$ cat config.mk
export PLATFORM = sky130hd
export DESIGN_NAME = serial_add_ctrl
export DESIGN_NICKNAME = d
export VERILOG_FILES = /design/src/rtl/serial_add_ctrl.sv
export SDC_FILE = /design/constraint.sdc
export NUM_CORES = 1
export LEC_CHECK = 0
export CAP_MARGIN = 20
export CORE_ASPECT_RATIO = 0.8
export CORE_MARGIN = 3
export CORE_UTILIZATION = 47
export CTS_BUF_LIST = sky130_fd_sc_hd__clkbuf_4 sky130_fd_sc_hd__clkbuf_8 sky130_fd_sc_hd__clkbuf_16
export CTS_CLUSTER_SIZE = 16
export DETAILED_ROUTE_END_ITERATION = 10
export PLACE_DENSITY_LB_ADDON = 0.25
export SLEW_MARGIN = 30
export SYNTH_ARGS = -nofsm -noshare
export SYNTH_HDL_FRONTEND = slang
export SYNTH_SLANG_ARGS = --single-unit
export TNS_END_PERCENT = 5
$ cat constraint.sdc
create_clock -name clk -period 2.2 [get_ports clk]
set_clock_uncertainty 0.1 [all_clocks]
set_input_delay 0.33 -clock clk [delete_from_list [all_inputs] [get_ports clk]]
set_output_delay 0.33 -clock clk [all_outputs]
set_load 0.01 [all_outputs]
$ cat src/rtl/serial_add_ctrl.sv
// serial_add_ctrl: bit-serial WIDTH-bit adder with carry-in that time-shares one
// half_adder. Each bit is processed LSB first in two phases: PH_A half-adds the
// operand bits, PH_B half-adds that partial sum with the running carry.
//
// Ports:
//   clk    rising-edge clock
//   rst    synchronous active-high reset
//   start  request, sampled only in IDLE
//   a, b   WIDTH-bit operands, captured on accepted start
//   cin    carry-in, captured on accepted start
//   busy   high while in PH_A/PH_B
//   done   one-cycle pulse when sum/cout are valid
//   sum    result register, held until the next accepted start
//   cout   carry-out register, held until the next accepted start

// Shared combinational half adder leaf cell.
module half_adder (
    input  logic a,
    input  logic b,
    output logic sum,
    output logic cout
);
    assign sum  = a ^ b;
    assign cout = a & b;
endmodule

module serial_add_ctrl #(
    parameter int unsigned WIDTH = 8
) (
    input  logic             clk,
    input  logic             rst,
    input  logic             start,
    input  logic [WIDTH-1:0] a,
    input  logic [WIDTH-1:0] b,
    input  logic             cin,
    output logic             busy,
    output logic             done,
    output logic [WIDTH-1:0] sum,
    output logic             cout
);

    localparam int unsigned IDX_W = (WIDTH > 1) ? $clog2(WIDTH) : 1;
    localparam logic [IDX_W-1:0] LAST_IDX = IDX_W'(WIDTH - 1);

    typedef enum logic [1:0] {
        IDLE = 2'd0,
        PH_A = 2'd1,
        PH_B = 2'd2,
        DONE = 2'd3
    } state_t;

    state_t           state;
    state_t           state_nxt;

    // Operands shift right once per bit so the current bit is always at [0].
    logic [WIDTH-1:0] opa;
    logic [WIDTH-1:0] opb;
    logic [IDX_W-1:0] idx;
    logic             carry;
    logic             s1;
    logic             c1;

    logic             ha_a;
    logic             ha_b;
    logic             ha_sum;
    logic             ha_cout;

    half_adder u_ha (
        .a    (ha_a),
        .b    (ha_b),
        .sum  (ha_sum),
        .cout (ha_cout)
    );

    // Next-state and half-adder input steering.
    always_comb begin
        state_nxt = state;
        ha_a      = 1'b0;
        ha_b      = 1'b0;
        case (state)
            IDLE: begin
                if (start) begin
                    state_nxt = PH_A;
                end
            end
            PH_A: begin
                ha_a      = opa[0];
                ha_b      = opb[0];
                state_nxt = PH_B;
            end
            PH_B: begin
                ha_a      = s1;
                ha_b      = carry;
                state_nxt = (idx == LAST_IDX) ? DONE : PH_A;
            end
            DONE: begin
                state_nxt = IDLE;
            end
            default: begin
                state_nxt = IDLE;
            end
        endcase
    end

    // State register; busy/done are registered from the next state.
    always_ff @(posedge clk) begin
        if (rst) begin
            state <= IDLE;
            busy  <= 1'b0;
            done  <= 1'b0;
        end else begin
            state <= state_nxt;
            busy  <= (state_nxt == PH_A) || (state_nxt == PH_B);
            done  <= (state_nxt == DONE);
        end
    end

    // Datapath: operand capture, per-phase partial results, in-place sum update.
    always_ff @(posedge clk) begin
        if (rst) begin
            opa   <= '0;
            opb   <= '0;
            idx   <= '0;
            carry <= 1'b0;
            s1    <= 1'b0;
            c1    <= 1'b0;
            sum   <= '0;
            cout  <= 1'b0;
        end else begin
            case (state)
                IDLE: begin
                    if (start) begin
                        opa   <= a;
                        opb   <= b;
                        carry <= cin;
                        idx   <= '0;
                        sum   <= '0;
                        cout  <= 1'b0;
                    end
                end
                PH_A: begin
                    s1  <= ha_sum;
                    c1  <= ha_cout;
                    opa <= opa >> 1;
                    opb <= opb >> 1;
                end
                PH_B: begin
                    for (int unsigned k = 0; k < WIDTH; k++) begin
                        if (idx == IDX_W'(k)) begin
                            sum[k] <= ha_sum;
                        end
                    end
                    carry <= c1 | ha_cout;
                    if (idx == LAST_IDX) begin
                        cout <= c1 | ha_cout;
                    end else begin
                        idx <= idx + IDX_W'(1);
                    end
                end
                default: begin
                end
            endcase
        end
    end

endmodule

**After elaboration in Yosys (flattened, before gate mapping)**

Cells that the tools add are included.

- Register bits after elaboration: 35
- Bits of input ports: 20

- Add/subtract/negate cells: 1
- Equal/unequal tests: 23
- Mux-type cells: 27
- Bitwise logic cells: 3
- Reduce and logical (&&, ||, !) cells: 16

Operators with widths:

| kind | count |
|---|---|
| 8-bit one-hot mux with 2 select lines | 3 |
| 3-bit AND reduction | 9 |
| 8-bit 2-to-1 mux | 3 |
| 2-bit != test (second input constant) | 10 |
| 3-bit equality test (second input constant) | 4 |
| 1-bit 2-to-1 mux | 11 |
| 2-bit equality test (second input constant) | 4 |
| 1-bit one-hot mux with 2 select lines | 4 |
| 2-bit one-hot mux with 4 select lines | 1 |
| 3-bit by 2-bit equality test with 1-bit output (second input constant) | 2 |
| 3-bit 2-to-1 mux | 2 |
| 3-bit one-hot mux with 2 select lines | 1 |
| 2-bit by 1-bit equality test with 1-bit output (second input constant) | 2 |
| 2-bit 2-to-1 mux | 2 |
| 2-bit AND reduction | 2 |
| 2-bit nonzero test | 2 |
| 3-bit by 1-bit adder with 3-bit output (second input constant) | 1 |
| 3-bit by 1-bit equality test with 1-bit output (second input constant) | 1 |
| 3-bit logical NOT | 1 |
| 2-bit logical NOT | 1 |
| 1-bit bitwise AND | 1 |
| 1-bit logical OR | 1 |
| 1-bit OR | 1 |
| 1-bit bitwise XOR | 1 |

**Depth between registers and ports, before layout**

Gate-level depths: netlist of run 1.

- Depth in word-level cells: 6
- Depth in mapped cells: 9

**By module**

A second synthesis of run 1 with hierarchy kept.

- Cell total of the unflattened synthesis: 195
- Area, all modules: 1803.0 um^2

Modules (own cells, without submodules):

| module | times used | cells each | area an instance (um^2) | seq. area each (um^2) |
|---|---|---|---|---|
| serial_add_ctrl | 1 | 194 | 1790.5 | 700.7 |
| half_adder | 1 | 1 | 12.5 | 0.0 |

**Worst setup path before layout of run 1**

Ideal clock, no wire load.

- Path type: reg2reg
- Start point: register state[0]
- End point: register sum[7]
- Arrival: 1.851 ns
- Slack: 0.178 ns
- Stages on the path, launching flop included: 10
- Clock period less this slack: 2.022 ns
- Cells stage by stage: dfxtp_1 inv_1 ha_1 buf_2 a22oi_1 nor2b_1 ha_1 nand2_1 or3_1 a21oi_1

- Longest elaborated chain between the ends: 5
- Elaborated cells on any way between the ends: 12
- Classes of those cells: eq/ne (4); mux (4); bitwise (1); reduce/logical (3)

Ends and longest elaborated chain:

| element | line | text |
|---|---|---|
| from (decl) | 52 | `state_t state;` |
| from (signal assigned) | 112 | `state <= state_nxt;` |
| 2-bit equality test or 2-bit by 1-bit equality test with 1-bit output (tied branches) | 80 | `case (state)` |
| 1-bit one-hot mux with 2 select lines | 80 |  |
| 1-bit bitwise XOR (*) | 23 | `assign sum = a ^ b;` |
| named net ha_sum | 65 | `logic ha_sum;` |
| 1-bit 2-to-1 mux (*) | 149 | `if (idx == IDX_W'(k)) begin` |
| 8-bit one-hot mux with 2 select lines (*) | 130 | `case (state)` |
| to (signal, indexed assignment) | 150 | `sum[k] <= ha_sum;` |
| to (decl) | 38 | `output logic [WIDTH-1:0] sum,` |

Mark *: on every way through the listed nets, which the timed path passes. The rest lies on a longest branch. The select of a mux whose other input is x is not followed.
A chain may end at the register's enable or synchronous reset.

**Final worst setup path of run 1**

- Start point: register state[1]
- End point: register sum[7]

Same word-level chain as after synthesis.

==> metrics.csv, run 1 <==
metric,value,unit
CP Buf/Inv Count,1,
clk root buf,clkbuf_8,
CP Capture Type,flip-flop,
Tcrit/Tclk final,96.4,%
Post-CTS Hold Fix Bufs,0,
Overflow after GRT,0,
Achievable Freq,472,MHz
synthesis-stage register bit count,35,
DR vias,1437,
ANT cells,0,
"Distinct cells, synth",32,
layout cells sized above 1,7.76,%
Die Ht,61.2,µm
slew margin rel.,63.4,%
Hold Path Depth,2,
largest net degree at the start of global routing,31,
Synthesized Nets,223,
Fin. Hold Viols,0,
Reg2Reg Depth,8,
Final setup viols,0,
cell depth of the worst setup path,8,
RSZ-0062 raised after global routing,true,
gr usage total,17.6,%
number of setup buffers added after CTS,0,
Syn Std Cell Area,1790,µm²
Worst-path clk slew,70,ps
fin nets,252,
delay of the slowest cell on the worst path,380,ps
crit-path most repeated cell,ha_1,
input/output buffers,30,
CP max-delay cell,or3_1,
status,finished clean,
CP cell instances,inv_1 > ha_1 > a22oi_1 > nor2b_1 > ha_1 > nand2_1 > or3_1 > a21oi_1,
Layout area overhead,22.7,%
Worst EP required,2320,ps
startpoint types,flip-flop,
first-pass GRT wire length,6040,µm
die width,75.0,µm
cell family with the largest share of critical-path delay,adder cells,
CTS tree,yes,
final non-filler cell total,261,
worst hold margin,371,ps
CTS Buffer Depth,2,
I/O Pins,31,
die area,4590,µm²
post-synthesis sequential area ratio,39.2,%
CTS buffer count,5,
Core ar.,3540,µm²
Syn Inst Count,190,
power density cells,700,nW/µm²
Post-Route Utilization,62.0,%
vias per inst,5.51,
dpl ws,61.1,ps
placed insts,254,
"Arr. time, crit path",2240,ps
Antenna Violating Nets Remaining,0,
CTS Sinks,35,
worst vdd ir,0.553,mV
PnR Total Power,1540,µW
Max-Cap Viols,0,
initial antenna violation count,0,
post-layout min period,2120,ps
initial DRC count,79,
number of global-route vias before repair,1349,
drt wl/cell,13.7,µm
Skew-Pair Late Insertion Delay,280,ps
pin slew with the least headroom to its limit,539,ps
H-Tree Depth,2,
crit path max fanout,4,
Static Leakage,0.000826,µW
critical path class,flip-flop to flip-flop,
Hold Path Class,flip-flop to flip-flop,
drt drc,0,
min setup slack post-route,80.1,ps
row count,19,
"Avg Cell Area, Syn",9.42,µm²
post_cts resized,0,
RePlAce Congestion,0.864,
Yosys warning count,0,
HPWL Detailed,2730,µm
Final Max Tran Viols,0,
DRT Wirelength,3590,µm
Pre-Repair DR Iteration Count,4,
Initial Utilization,50.5,%
## state kept, by name (all words and copies together), names as in the netlist
register,count
busy,1
c1,1
carry,1
cout,1
done,1
idx,3
opa,8
opb,8
s1,1
state,2
sum,8
## layout make-up
cell class,count,area (µm²)
Inverter,5,18.8
Clock inverter,1,5.00
Sequential cell,35,701
Fill cell,301,1350
Timing Repair Buffer,35,338
Tap cell,42,52.6
Clock buffer,6,82.6
Multi-Input combinational cell,137,997
## power breakdown
part           total (µW)  switching, µW  internal [µW]
sequential            726           32.0            694
combinational         355            184            171
clock                 456            211            245
total                1540            427           1110
## metrics by stage
step	cell area [µm²]	setup TNS (ps)
floorplan	1790	0
global placement	2090	0
detailed placement	2090	0
CTS	2180	0
global route	2190	-43.6
finish	2190	0
## routing by layer
| metal | up-vias | GRT usage, % | part of all wire [%] |
|---|---|---|---|
| met2 | 38 | 27.8 | 48 |
| met4 | 0 | 6.85 | 1.2 |
| li1 | 730 | - | - |
| met1 | 664 | 23.2 | 47 |
| met5 | - | 0 | 0 |
| met3 | 5 | 4.40 | 4.3 |
## tightest hold or removal path, delay by kind of cell (launching register included)
family,cells,cell delay (ps)
AOI/OAI and AO/OA,1,50
DFF,1,320
and+or+nand+nor,1,60
## cell usage after synthesis
library cell  number  area (µm²)
nor3_1             1        5.00
nand2b_1          12        75.1
clkbuf_1           3        11.3
a22oi_1            2        15.0
a21o_1             1        7.51
clkbuf_8           1        13.8
or2b_1             1        7.51
nor2_1            20        75.1
or4b_1             1        10.0
buf_2              5        25.0
o31ai_1            1        7.51
inv_1              5        18.8
or4_1              1        7.51
nor4_1             1        6.26
a31oi_1            1        6.26
nand3b_1           1        7.51
a21oi_1           12        60.1
mux2_2             1        11.3
and2_1             1        6.26
nand2_1            6        22.5
o21ai_0            5        25.0
mux2i_1           21         210
buf_6              2        22.5
dfxtp_1           35         701
o2bb2ai_1          6        52.6
or3_1              2        12.5
buf_4              2        15.0
ha_1              13         163
a211oi_1          14         105
or3b_2             1        8.76
nor2b_1           11        68.8
o22ai_1            1        6.26
## cells by family (layout without fill, tap and decap cells)
| logic type | after synthesis | after routing | synth area share, % |
|---|---|---|---|
| flip-flops | 35 | 35 | 39.2 |
| adder cells (fa/ha/maj) | 13 | 13 | 9.09 |
| buffers and inverters | 18 | 47 | 5.94 |
| AO/OA/AOI/OAI | 43 | 43 | 15.9 |
| multiplexers | 22 | 22 | 12.4 |
| AND/OR/NAND/NOR | 59 | 59 | 17.5 |
## path summary, 6_finish.rpt
kind / slack (ps) / from / to
max: 80 / state[1]$_SDFF_PP0_ / sum[7]$_SDFFE_PP0P_
min: 370 / carry$_SDFFE_PP0P_ / carry$_SDFFE_PP0P_
max reg2reg: 80 / state[1]$_SDFF_PP0_ / sum[7]$_SDFFE_PP0P_
min reg2reg: 370 / carry$_SDFFE_PP0P_ / carry$_SDFFE_PP0P_
## placed cells by master, fill, tap and decap left out, drive strengths merged, types with 2 or more instances in the layout
| master | count |
|---|---|
| a211oi | 14 |
| a21oi | 12 |
| a22oi | 2 |
| buf | 5 |
| clkbuf | 6 |
| clkdlybuf4s50 | 30 |
| dfxtp | 35 |
| ha | 13 |
| inv | 5 |
| mux2i | 21 |
| nand2 | 6 |
| nand2b | 12 |
| nor2 | 20 |
| nor2b | 11 |
| o21ai | 5 |
| o2bb2ai | 6 |
| or3 | 2 |
No activity file was read; power rests on OpenSTA's default activity.
==> inputs of run 2 (changes only) <==
Settings changed: CAP_MARGIN 20 to unset.
==> results of run 2 <==
Same layout as run 1: the final DEF is identical, and so are final timing and power.
